==> src/rtl/ksa_pkg.sv <==
// rtl/ksa_pkg.sv - shared types and width helpers for the ubksa_pipe Kogge-Stone adder
package ksa_pkg;

    typedef struct packed {
        logic g;
        logic p;
    } gp_t;

    function automatic int ksa_w(input int xw, input int yw);
        return (xw > yw) ? xw : yw;
    endfunction

    function automatic int ksa_l(input int w);
        return (w <= 1) ? 0 : $clog2(w);
    endfunction

endpackage

==> src/rtl/ubksa_pipe_if.sv <==
// rtl/ubksa_pipe_if.sv - operand/sum handshake bundle for ubksa_pipe (cin present under KSA_CIN_EN)
interface ubksa_pipe_if #(
    parameter int XW = 8,
    parameter int YW = 12
);
    import ksa_pkg::*;

    localparam int W = ksa_w(XW, YW);

    logic          in_valid;
    logic          in_ready;
    logic [XW-1:0] x;
    logic [YW-1:0] y;
`ifdef KSA_CIN_EN
    logic          cin;
`endif
    logic          out_valid;
    logic          out_ready;
    logic [W:0]    s;

`ifdef KSA_CIN_EN
    modport master (output in_valid, x, y, cin, out_ready, input in_ready, out_valid, s);
    modport slave  (input in_valid, x, y, cin, out_ready, output in_ready, out_valid, s);
`else
    modport master (output in_valid, x, y, out_ready, input in_ready, out_valid, s);
    modport slave  (input in_valid, x, y, out_ready, output in_ready, out_valid, s);
`endif

endinterface

==> src/rtl/ksa_prefix_cell.sv <==
// rtl/ksa_prefix_cell.sv - (G,P) prefix combine: hi absorbs the lower-order group lo
module ksa_prefix_cell
    import ksa_pkg::*;
(
    input  gp_t hi,
    input  gp_t lo,
    output gp_t o
);

    assign o.g = hi.g | (hi.p & lo.g);
    assign o.p = hi.p & lo.p;

endmodule

==> src/rtl/ubksa_pipe.sv <==
// rtl/ubksa_pipe.sv - pipelined Kogge-Stone adder, one stage per prefix level; KSA_CIN_EN adds carry-in
module ubksa_pipe
    import ksa_pkg::*;
#(
    parameter int XW = 8,
    parameter int YW = 12
) (
    input  logic         clk,
    input  logic         rst,
    ubksa_pipe_if.slave  bus
);

    localparam int W = ksa_w(XW, YW);
    localparam int L = ksa_l(W);

    logic         adv;
    logic [W-1:0] xe, ye;
    logic [W-1:0] nxt_g [0:L];
    logic [W-1:0] nxt_p [0:L];
    logic [W-1:0] g_d [0:L];
    logic [W-1:0] g_q [0:L];
    logic [W-1:0] p_d [0:L];
    logic [W-1:0] p_q [0:L];
    logic [W-1:0] p0_d [0:L];
    logic [W-1:0] p0_q [0:L];
    logic [L:0]   vld_d, vld_q;
    logic [W:0]   c;
    logic [W:0]   s_d, s_q;
    logic         out_vld_d, out_vld_q;
    logic         cin_last;

    assign adv           = !out_vld_q | bus.out_ready;
    // Reset empties the pipe, so it can always take operands while rst is high.
    assign bus.in_ready  = adv | rst;
    assign bus.out_valid = out_vld_q;
    assign bus.s         = s_q;

    assign xe       = W'(bus.x);
    assign ye       = W'(bus.y);
    assign nxt_g[0] = xe & ye;
    assign nxt_p[0] = xe ^ ye;

    for (genvar k = 0; k < L; k++) begin : g_lvl
        for (genvar i = 0; i < W; i++) begin : g_bit
            if (i >= (1 << k)) begin : g_cell
                gp_t hi, lo, o;
                assign hi = {g_q[k][i], p_q[k][i]};
                assign lo = {g_q[k][i-(1<<k)], p_q[k][i-(1<<k)]};
                ksa_prefix_cell u_cell (.hi(hi), .lo(lo), .o(o));
                assign nxt_g[k+1][i] = o.g;
                assign nxt_p[k+1][i] = o.p;
            end else begin : g_pass
                assign nxt_g[k+1][i] = g_q[k][i];
                assign nxt_p[k+1][i] = p_q[k][i];
            end
        end
    end

`ifdef KSA_CIN_EN
    logic [L:0] cin_d, cin_q;

    always_comb begin
        cin_d = cin_q;
        if (adv) begin
            cin_d[0] = bus.cin;
            for (int k = 1; k <= L; k++) cin_d[k] = cin_q[k-1];
        end
    end

    always_ff @(posedge clk) begin
        if (rst) cin_q <= '0;
        else     cin_q <= cin_d;
    end

    assign cin_last = cin_q[L];
`else
    assign cin_last = 1'b0;
`endif

    always_comb begin
        g_d   = g_q;
        p_d   = p_q;
        p0_d  = p0_q;
        vld_d = vld_q;
        if (adv) begin
            g_d[0]   = nxt_g[0];
            p_d[0]   = nxt_p[0];
            p0_d[0]  = nxt_p[0];
            vld_d[0] = bus.in_valid;
            for (int k = 1; k <= L; k++) begin
                g_d[k]   = nxt_g[k];
                p_d[k]   = nxt_p[k];
                p0_d[k]  = p0_q[k-1];
                vld_d[k] = vld_q[k-1];
            end
        end
    end

    // After the last level, (G,P)[i] spans bits i..0, so each carry needs only cin.
    always_comb begin
        c[0] = cin_last;
        for (int i = 0; i < W; i++) c[i+1] = g_q[L][i] | (p_q[L][i] & cin_last);
        s_d       = s_q;
        out_vld_d = out_vld_q;
        if (adv) begin
            s_d       = {c[W], p0_q[L] ^ c[W-1:0]};
            out_vld_d = vld_q[L];
        end
    end

    always_ff @(posedge clk) begin
        if (rst) begin
            for (int k = 0; k <= L; k++) begin
                g_q[k]  <= '0;
                p_q[k]  <= '0;
                p0_q[k] <= '0;
            end
            vld_q     <= '0;
            s_q       <= '0;
            out_vld_q <= 1'b0;
        end else begin
            g_q       <= g_d;
            p_q       <= p_d;
            p0_q      <= p0_d;
            vld_q     <= vld_d;
            s_q       <= s_d;
            out_vld_q <= out_vld_d;
        end
    end

endmodule

==> src/flat_wrapper.sv <==
// flat-port wrapper written by rule: the top's interface ports become plain ports
module ubksa_pipe_flat import ksa_pkg::*;
#(
    parameter int XW = 8,
    parameter int YW = 12
)
  (clk, rst, bus_in_valid, bus_x, bus_y, bus_out_ready, bus_in_ready, bus_out_valid, bus_s);
  ubksa_pipe_if #(.XW(XW), .YW(YW)) bus_i ();
  input  logic clk;
  input  logic rst;
  input wire logic [$bits(bus_i.in_valid)-1:0] bus_in_valid;
  input wire logic [$bits(bus_i.x)-1:0] bus_x;
  input wire logic [$bits(bus_i.y)-1:0] bus_y;
  input wire logic [$bits(bus_i.out_ready)-1:0] bus_out_ready;
  output wire logic [$bits(bus_i.in_ready)-1:0] bus_in_ready;
  output wire logic [$bits(bus_i.out_valid)-1:0] bus_out_valid;
  output wire logic [$bits(bus_i.s)-1:0] bus_s;
  assign bus_i.in_valid = bus_in_valid;
  assign bus_i.x = bus_x;
  assign bus_i.y = bus_y;
  assign bus_i.out_ready = bus_out_ready;
  assign bus_in_ready = bus_i.in_ready;
  assign bus_out_valid = bus_i.out_valid;
  assign bus_s = bus_i.s;
  ubksa_pipe #(.XW(XW), .YW(YW)) u_core (.clk(clk), .rst(rst), .bus(bus_i));
endmodule
==> config.mk <==
export PLATFORM = sky130hd
export DESIGN_NAME = ubksa_pipe_flat
export DESIGN_NICKNAME = d
export VERILOG_FILES = /design/src/rtl/ksa_pkg.sv /design/src/rtl/ubksa_pipe_if.sv /design/src/rtl/ksa_prefix_cell.sv /design/src/rtl/ubksa_pipe.sv /design/src/flat_wrapper.sv
export SDC_FILE = /design/constraint.sdc
export NUM_CORES = 1
export LEC_CHECK = 0
export ABC_CLOCK_PERIOD_IN_PS = 1000
export BUFFER_PORTS_ARGS = -buffer_cell sky130_fd_sc_hd__clkbuf_2
export CAP_MARGIN = 20
export CORE_ASPECT_RATIO = 0.8
export CORE_MARGIN = 2
export CORE_UTILIZATION = 35
export CTS_CLUSTER_DIAMETER = 150
export CTS_CLUSTER_SIZE = 30
export DETAILED_ROUTE_END_ITERATION = 16
export PLACE_DENSITY = 0.64
export SLEW_MARGIN = 40
export SYNTH_ARGS = -nofsm -noshare
export SYNTH_HDL_FRONTEND = slang
export SYNTH_SLANG_ARGS = --single-unit
==> constraint.sdc <==
create_clock -name clk -period 1 [get_ports clk]
set_input_delay 0.2 -clock clk [delete_from_list [all_inputs] [get_ports clk]]
set_output_delay 0.2 -clock clk [all_outputs]
set_load 0.01 [all_outputs]
After elaboration in Yosys (flattened, before gate mapping)

Index checks and enable logic that the tools add are counted.

Bitwise gates (word level): 100
Reduce and logical (&&, ||, !) cells: 1

Operator list:

| operator                     | count |
|---|---|
| bitwise AND 1 bit            | 62 |
| OR 1 bit                     | 35 |
| bitwise AND 8 x 12 -> 12 bit | 1 |
| XOR 12 bit                   | 1 |
| XOR 8 x 12 -> 12 bit         | 1 |
| zero test 1 bit              | 1 |

Flip-flop bits (word level): 175
Bits of input ports: 24
Output and inout bits: 15
Logic and storage cells: 117

Longest topological paths before layout

Gate-level depths: netlist of the first run.

Depth after elaboration: 3
Gate-level depth with buffers: 6
Mapped depth without buffers: 3

By module

A second synthesis of the first run with hierarchy kept.

Cell total of the unflattened synthesis: 787
Area, all modules: 6294.8 µm²

By module, submodules not included:

| module          | instances | cells an instance | area an instance (µm²) | sequential area each (µm²) |
|---|---|---|---|---|
| ubksa_pipe      | 1         | 721               | 5799.3                 | 3283.1 |
| ksa_prefix_cell | 33        | 2                 | 15.0                   | 0.0 |

Worst setup path after synthesis of the first run

No wires, ideal clock.

Path kind: register to register
Start: reg u_core.out_vld_q (netlist: u_core.bus.out_valid)
End: reg u_core.g_q (netlist bit u_core.g_lvl[2].g_bit[10].g_cell.lo[1])
Library setup time: 132 ps
Data arrival time: 1020 ps
Required time: 868 ps
Slack: -152 ps
Cell stages (with the launch flop): 6
Path buffers: 2
Period minus slack after synthesis: 1152 ps
Cell sequence: dfxtp_1 > nor2b_1 > buf_2 > buf_2 > a211oi_1 > nor3_1

Cells in the longest elaborated chain, start to end: 2

Ends and longest elaborated chain:

| item                   | line              | text |
|---|---|---|
| start, declared        | ubksa_pipe.sv:29  | `logic out_vld_d, out_vld_q;` |
| start signal, assigned | ubksa_pipe.sv:127 | `out_vld_q <= out_vld_d;` |
| zero test 1 bit        | ubksa_pipe.sv:32  | `assign adv = !out_vld_q \| bus.out_ready;` |
| OR 1 bit               | ubksa_pipe.sv:32  |  |
| end signal, assigned   | ubksa_pipe.sv:122 | `g_q <= g_d;` |
| end, declared          | ubksa_pipe.sv:21  | `logic [W-1:0] g_q [0:L];` |

No other way between the ends.
A chain may end at the register's enable or synchronous reset.

Worst setup path after layout of the first run

Start: reg u_core.out_vld_q (netlist: u_core.bus.out_valid)
End: out bus_in_ready

Cells in the longest elaborated chain, start to end: 3

Ends and longest elaborated chain:

| item            | line               | text |
|---|---|---|
| zero test 1 bit | ubksa_pipe.sv:32   |  |
| OR 1 bit        | ubksa_pipe.sv:32   |  |
| OR 1 bit        | ubksa_pipe.sv:34   | `assign bus.in_ready = adv \| rst;` |
| end, declared   | flat_wrapper.sv:15 | `output wire logic [$bits(bus_i.in_ready)-1:0] bus_in_ready;` |

No other way between the ends.

==> results of run 1 <==
## per-stage QoR
stage          TNS [ps]  utilization (%)
2_1_floorplan    -10130                -
3_3_place_gp     -20520             40.1
3_5_place_dp     -23250             40.1
4_1_cts          -37100             45.6
5_1_grt          -51350             47.0
6_report         -39680             47.0
## path summary, 6_finish.rpt
| path | start | to | slack, ps | cells past startpoint |
|---|---|---|---|---|
| setup reg to reg | u_core.bus.out_valid$_SDFFE_PP0P_ | u_core.g_lvl[1].g_bit[5].g_cell.hi[1]$_SDFFE_PP0P_ | -370 | 6 |
| hold reg to reg | u_core.p0_q[0]$_SDFFE_PP0P_ | u_core.bus.s[0]$_SDFFE_PP0P_ | 450 | 2 |
| setup / recovery | u_core.bus.out_valid$_SDFFE_PP0P_ | bus_in_ready | -390 | 4 |
| hold / removal | bus_y[9] | u_core.p0_q[57]$_SDFFE_PP0P_ | 10 | 3 |
## worst max-delay path, stage by stage (launching register included)
cell and delay (ps):
dfxtp_2 320, nor2b_4 170, buf_12 110, nand2b_4 50, buf_6 110
## power by group through the flow
stage	combinational (mW)	sequential, mW	clock, mW
6_report	0.500	6.40	6.32
5_1_grt	0.564	6.42	6.74
4_1_cts	0.485	6.40	6.43
3_5_place_dp	0.462	6.53	0
3_3_place_gp	0.460	6.53	0
2_1_floorplan	0.309	6.48	0
## synthesized netlist by cell type
cell type and count:
buf_1 4, nand2b_1 2, xnor2_1 11, clkbuf_1 13
buf_2 22, nor3_1 25, buf_6 11, nor2_1 38
nand3_1 26, nand2_1 206, buf_4 1, a21oi_1 116
a211oi_1 36, dfxtp_1 153, nor2b_1 1, ha_1 8
## routing by layer
layer | share of wire (%) | vias up
met5 | 0 | -
met4 | 1.2 | 0
met3 | 3.0 | 10
met2 | 44 | 59
met1 | 52 | 2129
li1 | - | 2357
## cell type report
| cell class | instances | area share, % |
|---|---|---|
| repair buffers | 79 | 11.9 |
| flip-flops and latches | 153 | 41.8 |
| clock inverters | 13 | 2.00 |
| well taps | 215 | 3.65 |
| clock buffers | 19 | 6.01 |
| multi-input cells | 470 | 34.6 |
## cells by family after synthesis
logic type	Yosys count
adder cells (fa/ha/maj)	8
flip-flops	153
AND/OR/NAND/NOR	298
AO/OA/AOI/OAI	152
buffers and inverters	51
XOR/XNOR	11
## flip-flops by register name, indices dropped and copies added, names as in the netlist
register	flops
u_core.c	12
u_core.bus.s	13
u_core.g_lvl.g_bit.g_cell.hi	40
u_core.vld_q	5
u_core.p0_q	57
u_core.g_lvl.g_bit.g_cell.lo	21
u_core.bus.out_valid	1
u_core.g_q	4
## repair_timing
item | in CTS | in global routing
pin swaps | 11 | 6
hold endpoints to repair | 2 | 0
gates cloned | 3 | 1
setup endpoints to repair | 166 | 168
setup buffers | 8 | 5
resized for setup | 27 | 48
hold buffers | 2 | 0
==> results.sh, run 1 <==
export IMPL_status="finished with violations"
export IMPL_violations="setup timing"
export IMPL_maxCapViolations=0
export IMPL_area_growth_pct=31.6
export IMPL_ant_nets=0
export IMPL_slew_headroom_pct=78.7
export IMPL_required_ps=800
export IMPL_drcViolationCount=0
export IMPL_worst_pin_slew_ps=318
export IMPL_total_power_mw=13.2
export IMPL_grtUsageMet3_pct=3.84
export IMPL_synthXorXnorAreaFrac_pct=1.72
export IMPL_hpwl_microns=7840
export IMPL_yosys_top_cells_area="dfxtp_1 (55%), nand2_1 (14%), a21oi_1 (10%), a211oi_1 (4.8%), nor2_1 (2.5%)"
export IMPL_use_met1_pct=22.2
export IMPL_ys_warnings_count=0
export IMPL_fp_dieH_microns=117
export IMPL_hold_ws_ps=12.8
export IMPL_cts_buffers=17
export IMPL_grt_max_degree=56
export IMPL_routed_via_density=4.80
export IMPL_dpl_cell_area_sq_um=6300
export IMPL_antennaDiodeCount=0
export IMPL_grt_busiest_layer="met2"
export IMPL_nets=753
export IMPL_grt_pass1_wl_microns=21400
export IMPL_post_route_period_util_pct=139
export IMPL_tritoncts="built"
export IMPL_use_met2_pct=24.0
export IMPL_drtPass1Iterations=4
export IMPL_drv_slew=0
export IMPL_start_util_pct=35.7
export IMPL_yosys_area_share_adder_pct=1.79
export IMPL_p_switching_mw=2.99
export IMPL_crit_fanout=2
export IMPL_ios=39
export IMPL_clkSlewWorstSetupHoldPaths_ps=60
export IMPL_placed_cells=898
export IMPL_final_common_cell="nand2_1"
export IMPL_final_area_sq_um=7370
export IMPL_synth_top_cell_by_area="dfxtp_1"
export IMPL_fin_crit_ps=1390
export IMPL_pwr_share_comb_pct=3.8
export IMPL_drive_gt1_share_pct=24.5
export IMPL_p_int_mw=10.2
export IMPL_place_congestion=0.740
export IMPL_cts_sinks=153
export IMPL_irDropWorstVdd_v=0.00106
export IMPL_port_buffers=38
export IMPL_synth_compound_area_share_pct=15.2
export IMPL_stdcell_count=949
export IMPL_synthesis_nets=705
export IMPL_cts_root_buffer="clkbuf_16"
export IMPL_globalRouteOverflowTotal=0
export IMPL_seq_area_frac_synth_pct=54.6
export IMPL_final_hold_viol_count=0
export IMPL_multiInputGateArea_sq_um=2550
export IMPL_grt_pass1_vias=4217
export IMPL_worst_setup_path_type="reg2out"
export IMPL_track_usage_pct=15.8
export IMPL_endpoint_kind="primary output"
export IMPL_switching_share_pct=22.6
export IMPL_drt_iter0_drc=287
export IMPL_skew_ps=10.0
export IMPL_max_freq_ghz=0.718
export IMPL_dpl_worst_slack_ps=-282
export IMPL_clk_latency_ps=420
export IMPL_core_rowCount=41
export IMPL_num_fill_cells=1550
export IMPL_setup_viol=168
export IMPL_leakagePower_nw=2.69
export IMPL_min_path_type="in2reg"
export IMPL_power_frac_clock_pct=47.8
export IMPL_die_area_sq_um=17100
export IMPL_p_per_area_nw_per_um2=1790
export IMPL_critPathLaunchType="flip-flop"
export IMPL_syn_cell_area_sq_um=5610
export IMPL_yosys_area_share_simple_pct=21.2
export IMPL_synth_top_family_by_area="simple AND/OR/NAND/NOR gates"
export IMPL_netlist_instances=673
export IMPL_rsz0062_at_grt="true"
export IMPL_core_sq_um=15700
export IMPL_cp_data_arrival_time_ps=1190
export IMPL_vias=4555
export IMPL_regArea_sq_um=3080
export IMPL_synth_mux_area_share_pct=0
export IMPL_antenna_found_initial=0
export IMPL_ys_ff_latch=153
export IMPL_wl_per_cell_microns=13.8
export IMPL_seqPwrFrac_pct=48.4
export IMPL_die_w_microns=145
export IMPL_synth_top_area_share_pct=54.6
export IMPL_cts_path_max_buffers=2
export IMPL_layout_setup_ws_ps=-394
export IMPL_htree_levels=4
export IMPL_finalWirelength_microns=13100
export IMPL_final_cell_mix="nand2_1 (204), dfxtp_1 (139), a21oi_1 (107), nor2_1 (37), a211oi_2 (32)"
export IMPL_syn_area_per_cell_sq_um=8.33
export IMPL_ys_types=16
Note: power is estimated with default switching activity, not from simulation.
==> run 2, diff against run 1 <==
--- a/config.mk
+++ b/config.mk
@@ -5,7 +5,7 @@
 export SDC_FILE = /design/constraint.sdc
 export NUM_CORES = 1
 export LEC_CHECK = 0
-export ABC_CLOCK_PERIOD_IN_PS = 1000
+export ABC_CLOCK_PERIOD_IN_PS = 1400
 export BUFFER_PORTS_ARGS = -buffer_cell sky130_fd_sc_hd__clkbuf_2
 export CAP_MARGIN = 20
 export CORE_ASPECT_RATIO = 0.8
@@ -14,7 +14,8 @@
 export CTS_CLUSTER_DIAMETER = 150
 export CTS_CLUSTER_SIZE = 30
 export DETAILED_ROUTE_END_ITERATION = 16
-export PLACE_DENSITY = 0.64
+export GPL_ROUTABILITY_DRIVEN = 1
+export PLACE_DENSITY = 0.62
 export SLEW_MARGIN = 40
 export SYNTH_ARGS = -nofsm -noshare
 export SYNTH_HDL_FRONTEND = slang
==> constraint.sdc (replaced) <==
create_clock -name clk -period 1.4 [get_ports clk]
set_input_delay 0.28 -clock clk [delete_from_list [all_inputs] [get_ports clk]]
set_output_delay 0.28 -clock clk [all_outputs]
set_load 0.01 [all_outputs]
==> run 2 against run 1 <==
The flow still finishes with violations (setup timing). Sequential share of layout area rose by 3.6 points. Register-to-register slack improved by 410 ps. Combinational power fell by 37%. Flip-flop and latch count did not move. Worst setup slack improved by 310 ps. Critical path type unchanged. Highest routed layer unchanged.
==> results.sh, run 2 (synthesized netlist as in run 1, its figures left out) <==
export IMPL_max_freq_ghz=0.675
export IMPL_worst_hold_startpoint="bus_y[8]"
export IMPL_dpl_cell_area_sq_um=6030
export IMPL_rr_worst_depth=6
export IMPL_drtPass1Iterations=5
export IMPL_start_util_pct=35.7
export IMPL_grt_pass1_vias=3989
export IMPL_core_sq_um=15700
export IMPL_ios=39
export IMPL_final_common_cell="nand2_1"
export IMPL_regArea_sq_um=3060
export IMPL_p_int_mw=7.09
export IMPL_rsz0062_at_grt="true"
export IMPL_antenna_found_initial=0
export IMPL_total_power_mw=9.14
export IMPL_switching_share_pct=22.4
export IMPL_skew_ps=8.69
export IMPL_min_to="u_core.p0_q[56]$_SDFFE_PP0P_"
export IMPL_grt_pass1_wl_microns=20300
export IMPL_seqPwrFrac_pct=49.9
export IMPL_die_w_microns=145
export IMPL_layout_setup_ws_ps=-80.9
export IMPL_globalRouteOverflowTotal=0
export IMPL_top_register="u_core.p0_q"
export IMPL_cts_path_max_buffers=2
export IMPL_cp_data_arrival_time_ps=1200
export IMPL_clkSlewWorstSetupHoldPaths_ps=70
export IMPL_fin_tns_setup_ps=-80.9
export IMPL_finalWirelength_microns=12400
export IMPL_largest_reg_flops=57
export IMPL_p_switching_mw=2.05
export IMPL_leakagePower_nw=2.48
export IMPL_min_path_type="in2reg"
export IMPL_drv_slew=0
export IMPL_cts_root_buffer="clkbuf_16"
export IMPL_area_growth_pct=20.4
export IMPL_hold_ws_ps=94.6
export IMPL_vias=4419
export IMPL_routed_via_density=4.74
export IMPL_ant_nets=0
export IMPL_num_fill_cells=1625
export IMPL_cts_sinks=153
export IMPL_wl_per_cell_microns=13.3
export IMPL_port_buffers=38
export IMPL_status="finished with violations"
export IMPL_core_rowCount=41
export IMPL_r2r_slack_ps=40
export IMPL_violations="setup timing"
export IMPL_die_area_sq_um=17100
export IMPL_drive_gt1_share_pct=13.4
export IMPL_p_per_area_nw_per_um2=1350
export IMPL_cts_hold_buf=0
export IMPL_maxCapViolations=0
export IMPL_multiInputGateArea_sq_um=2260
export IMPL_r2r_end="u_core.g_lvl[3].g_bit[9].g_cell.hi[1]$_SDFFE_PP0P_"
export IMPL_worst_pin_slew_ps=388
export IMPL_grt_max_degree=79
export IMPL_htree_levels=4
export IMPL_final_hold_viol_count=0
export IMPL_required_ps=1120
export IMPL_slew_headroom_pct=74.0
export IMPL_setup_viol=1
export IMPL_crit_fanout=2
export IMPL_post_route_period_util_pct=106
export IMPL_drcViolationCount=0
export IMPL_hpwl_microns=7650
export IMPL_irDropWorstVdd_v=0.000858
export IMPL_endpoint_kind="primary output"
export IMPL_track_usage_pct=14.7
export IMPL_tritoncts="built"
export IMPL_final_util_pct=43.0
export IMPL_r2r_start="u_core.bus.out_valid$_SDFFE_PP0P_"
export IMPL_drt_iter0_drc=290
export IMPL_place_congestion=0.719
export IMPL_cts_buffers=17
export IMPL_nets=736
export IMPL_final_area_sq_um=6750
export IMPL_min_path_cells=3
export IMPL_critPathLaunchType="flip-flop"
export IMPL_worst_setup_path_type="reg2out"
export IMPL_pwr_share_comb_pct=3.4
export IMPL_clk_latency_ps=410
export IMPL_fin_crit_ps=1480
export IMPL_antennaDiodeCount=0
export IMPL_power_frac_clock_pct=46.7
export IMPL_fp_dieH_microns=117
export IMPL_final_cell_mix="nand2_1 (206), dfxtp_1 (152), a21oi_1 (116), nor2_1 (38), clkbuf_2 (37)"
run 2: changes by cell type in the layout (fill, tap and decap cells not counted), sizes merged, moves of 2 or more:
cell / delta
dlygate4sd3: -2
buf: -28
bufbuf: -2
clkbuf: +19
run 2: cell type report:
cell class | instances | share of cell area [%]
flip-flops and latches | 153 | 45.4
repair buffers | 63 | 8.88
well taps | 215 | 3.99
multi-input cells | 469 | 33.6
clock inverters | 10 | 1.45
clock buffers | 22 | 6.73
run 2: critical path, stage by stage (launching register included):
cell and delay (ps):
dfxtp_2 330, nor2b_4 170, buf_12 120, nand2b_4 50
clkbuf_2 120
run 2: power by group through the flow:
stage	registers, mW	clock network, mW	logic (mW)
final	4.56	4.27	0.313
after global routing	4.57	4.55	0.359
after CTS	4.56	4.37	0.314
after detailed placement	4.65	0	0.308
after global placement	4.65	0	0.305
after floorplan	4.62	0	0.206
run 2: per-stage QoR:
| step | std cells | setup slack (ps) |
|---|---|---|
| final | 932 | -80.9 |
| after global placement | 892 | 119 |
| after CTS | 927 | -91.6 |
| after global routing | 932 | -143 |
| after detailed placement | 892 | 71.7 |
| after floorplan | 673 | 183 |
run 2: repair_timing:
action / CTS / global route
gates cloned: 1 / 3
setup endpoints to repair: 1 / 21
gates resized for setup: 2 / 2
pin swaps: 0 / 2
buffers inserted: 2 / 2
run 2: worst max path at each step:
stage	startpoint	end	depth (start not counted)
CTS	u_core.bus.out_valid$_SDFFE_PP0P_	bus_in_ready	4
floorplan	u_core.bus.out_valid$_SDFFE_PP0P_	bus_in_ready	4
finish	u_core.bus.out_valid$_SDFFE_PP0P_	bus_in_ready	4
detailed placement	bus_out_ready	u_core.g_lvl[1].g_bit[2].g_cell.hi[1]$_SDFFE_PP0P_	6
global placement	bus_out_ready	u_core.g_lvl[1].g_bit[3].g_cell.hi[1]$_SDFFE_PP0P_	6
global route	u_core.bus.out_valid$_SDFFE_PP0P_	bus_in_ready	4
run 2: routing by layer:
layer  wire length [microns]  global-route usage (%)  vias to the layer above
met5                       0                       0                        -
met4                      56                    4.12                        0
met3                     532                    4.30                        5
met2                    5180                    20.9                       87
met1                    6620                    21.8                     2007
li1                        -                       -                     2320
==> run 3, diff against run 2 <==
--- a/config.mk
+++ b/config.mk
@@ -5,6 +5,7 @@
 export SDC_FILE = /design/constraint.sdc
 export NUM_CORES = 1
 export LEC_CHECK = 0
+export ABC_AREA = 1
 export ABC_CLOCK_PERIOD_IN_PS = 1400
 export BUFFER_PORTS_ARGS = -buffer_cell sky130_fd_sc_hd__clkbuf_2
 export CAP_MARGIN = 20
==> run 3 against run 2 <==
The flow now finishes without violations. Die area shrank 0.11%. Worst hold slack lost 44 ps. Largest power group is now clock. Flip-flop and latch count is the same. Wire length shrank 6.1%. Worst setup slack gained 110 ps.
==> results.sh, run 3 <==
export IMPL_status="finished, final reports clean"
export IMPL_worst_pin_slew_ps=333
export IMPL_ys_warnings_count=0
export IMPL_cts_root_buffer="clkbuf_16"
export IMPL_start_util_pct=35.7
export IMPL_htree_levels=4
export IMPL_setup_viol=0
export IMPL_final_common_cell="nand2_1"
export IMPL_top_register="u_core.p0_q"
export IMPL_post_route_period_util_pct=97.7
export IMPL_track_usage_pct=14.8
export IMPL_critPathLaunchType="flip-flop"
export IMPL_dpl_cell_area_sq_um=6060
export IMPL_hold_ws_ps=50.5
export IMPL_ant_nets=0
export IMPL_grt_pass1_vias=4249
export IMPL_drt_iter0_drc=333
export IMPL_grt_pass1_wl_microns=20300
export IMPL_r2r_slack_ps=60
export IMPL_routed_via_density=4.46
export IMPL_tritoncts="built"
export IMPL_max_freq_ghz=0.731
export IMPL_area_growth_pct=19.7
export IMPL_cp_data_arrival_time_ps=1090
export IMPL_ys_types=16
export IMPL_final_area_sq_um=6700
export IMPL_finalWirelength_microns=11600
export IMPL_p_per_area_nw_per_um2=1410
export IMPL_ys_ff_latch=153
export IMPL_globalRouteOverflowTotal=0
export IMPL_pwr_share_comb_pct=3.1
export IMPL_syn_area_per_cell_sq_um=7.54
export IMPL_place_congestion=0.711
export IMPL_synth_top_flop_cell="dfxtp_1"
export IMPL_min_to="u_core.p0_q[59]$_SDFFE_PP0P_"
export IMPL_rsz0062_at_grt="true"
export IMPL_ios=39
export IMPL_nets=810
export IMPL_required_ps=1120
export IMPL_slew_headroom_pct=77.8
export IMPL_cts_path_max_buffers=2
export IMPL_wl_per_cell_microns=11.6
export IMPL_min_path_type="in2reg"
export IMPL_r2r_end="u_core.g_lvl[1].g_bit[10].g_cell.lo[0]$_SDFFE_PP0P_"
export IMPL_fin_crit_ps=1370
export IMPL_synth_top_area_share_pct=54.7
export IMPL_netlist_instances=743
export IMPL_worst_setup_path_type="reg2out"
export IMPL_seqPwrFrac_pct=48.1
export IMPL_irDropWorstVdd_v=0.000804
export IMPL_die_area_sq_um=17000
export IMPL_p_int_mw=7.43
export IMPL_cts_buffers=17
export IMPL_total_power_mw=9.46
export IMPL_antennaDiodeCount=0
export IMPL_final_cell_mix="nand2_1 (423), dfxtp_1 (152), clkbuf_2 (37), nor2_1 (33), nand4_1 (26)"
export IMPL_antenna_found_initial=0
export IMPL_die_w_microns=145
export IMPL_seq_area_frac_synth_pct=54.7
export IMPL_skew_ps=8.45
export IMPL_largest_reg_flops=57
export IMPL_hpwl_microns=7190
export IMPL_leakagePower_nw=3.52
export IMPL_final_util_pct=42.7
export IMPL_synth_top_cell_by_area="dfxtp_1"
export IMPL_final_hold_viol_count=0
export IMPL_synth_edf_count=0
export IMPL_clk_latency_ps=420
export IMPL_syn_cell_area_sq_um=5600
export IMPL_synth_commonest_cells="nand2_1 (424), dfxtp_1 (153), nor2_1 (33)"
export IMPL_rr_worst_depth=7
export IMPL_grt_max_degree=77
export IMPL_r2r_start="u_core.bus.out_valid$_SDFFE_PP0P_"
export IMPL_crit_slowest_cell="dfxtp_2"
export IMPL_fp_dieH_microns=117
export IMPL_power_frac_clock_pct=48.8
export IMPL_min_path_cells=3
export IMPL_core_rowCount=41
export IMPL_path_cells="nand2_4, nor2_4, inv_2, buf_6"
export IMPL_synthesis_nets=775
export IMPL_worst_hold_startpoint="bus_y[11]"
export IMPL_vias=4483
export IMPL_drtPass1Iterations=4
export IMPL_p_switching_mw=2.02
export IMPL_cts_sinks=153
export IMPL_core_sq_um=15700
export IMPL_cts_hold_buf=0
export IMPL_endpoint_kind="primary output"
export IMPL_crit_fanout=3
export IMPL_yosysMostFrequentCell="nand2_1"
export IMPL_synthArstFlopShare_pct=0
export IMPL_maxCapViolations=0
export IMPL_drv_slew=0
export IMPL_port_buffers=38
export IMPL_max_stage_delay_ps=360
export IMPL_drcViolationCount=0
export IMPL_yosys_top_cells_area="dfxtp_1 (55%), nand2_1 (28%), a21o_1 (3.4%), nand4_1 (2.9%), nor2_1 (2.2%)"
export IMPL_switching_share_pct=21.4
export IMPL_clkSlewWorstSetupHoldPaths_ps=60
export IMPL_drive_gt1_share_pct=11.3
==> run 3: changes by cell type in the layout (fill, tap and decap cells not counted), sizes merged, moves of 11 or more <==
| cell | previous run | this run |
|---|---|---|
| nand4 | 0 | 26 |
| nand3b | 0 | 11 |
| a21oi | 116 | 1 |
| xnor2 | 11 | 0 |
| a211oi | 36 | 0 |
| nand2 | 206 | 424 |
| nor3 | 25 | 0 |
| a21o | 0 | 25 |
| inv | 0 | 14 |
| nand3 | 26 | 9 |
==> run 3: worst max-delay path by stage <==
stage                                                 start                                                  to  slack [ps]  cells after the start
after global routing      u_core.bus.out_valid$_SDFFE_PP0P_                                        bus_in_ready         -10                      4
after floorplan           u_core.bus.out_valid$_SDFFE_PP0P_                                        bus_in_ready         200                      4
after detailed placement                      bus_out_ready  u_core.g_lvl[3].g_bit[8].g_cell.lo[1]$_SDFFE_PP0P_          50                      7
final                     u_core.bus.out_valid$_SDFFE_PP0P_                                        bus_in_ready          30                      4
after CTS                 u_core.bus.out_valid$_SDFFE_PP0P_                                        bus_in_ready           6                      4
after global placement                        bus_out_ready                        u_core.p0_q[50]$_SDFFE_PP0P_          60                      7
==> run 3: critical path, delay by kind of cell, from the launching register on <==
family | cells | cell delay (ps)
flip-flops | 1 | 360
AND/OR/NAND/NOR | 2 | 160
buffers and inverters | 2 | 160
==> run 3: logic make-up (layout without fill, tap and decap cells) <==
group / Yosys count / after routing / synth area share [%]
DFF: 153 / 153 / 54.7
and+or+nand+nor: 504 / 504 / 35.9
buffers and inverters: 52 / 100 / 4.07
adders and majority gates: 8 / 8 / 1.79
AOI/OAI and AO/OA: 26 / 26 / 3.51
==> run 3: layout make-up <==
cell class / count / area [sq um]
clock buffers: 21 / 450
clock inverters: 11 / 148
fillers: 1613 / 8990
inverters: 14 / 52.6
multi-input cells: 538 / 2330
flip-flops and latches: 153 / 3060
well taps: 215 / 269
repair buffers: 54 / 392
==> run 3: stage by stage <==
step,instances,setup WS (ps),setup TNS [ps]
after global routing,1006,-12.3,-12.3
after detailed placement,970,51.7,0
after floorplan,743,201,0
after global placement,970,60.4,0
final,1006,31.7,0
after CTS,1004,6.41,0
==> run 3: what timing repair did <==
action | 4_1_cts | 5_1_grt
pin swaps | 2 | 1
gates resized for setup | 4 | 2
setup buffers | 2 | 2
hold endpoints to repair | 0 | 0
endpoints found under the setup margin | 1 | 1
==> run 3: routing by layer <==
metal | GRT usage (%) | routed length [microns] | share of wire [%] | vias to the layer above
met3 | 3.14 | 327 | 2.8 | 14
met2 | 23.6 | 4840 | 42 | 50
met1 | 20.1 | 6290 | 54 | 2034
met4 | 5.29 | 165 | 1.4 | 0
met5 | 0 | 0 | 0 | -
li1 | - | - | - | 2385
==> run 3: power groups by stage <==
stage / logic [mW] / registers, mW / clock network, mW
floorplan: 0.190 / 4.62 / 0
global placement: 0.294 / 4.65 / 0
detailed placement: 0.297 / 4.65 / 0
CTS: 0.301 / 4.55 / 4.70
global route: 0.344 / 4.56 / 4.91
finish: 0.294 / 4.55 / 4.61
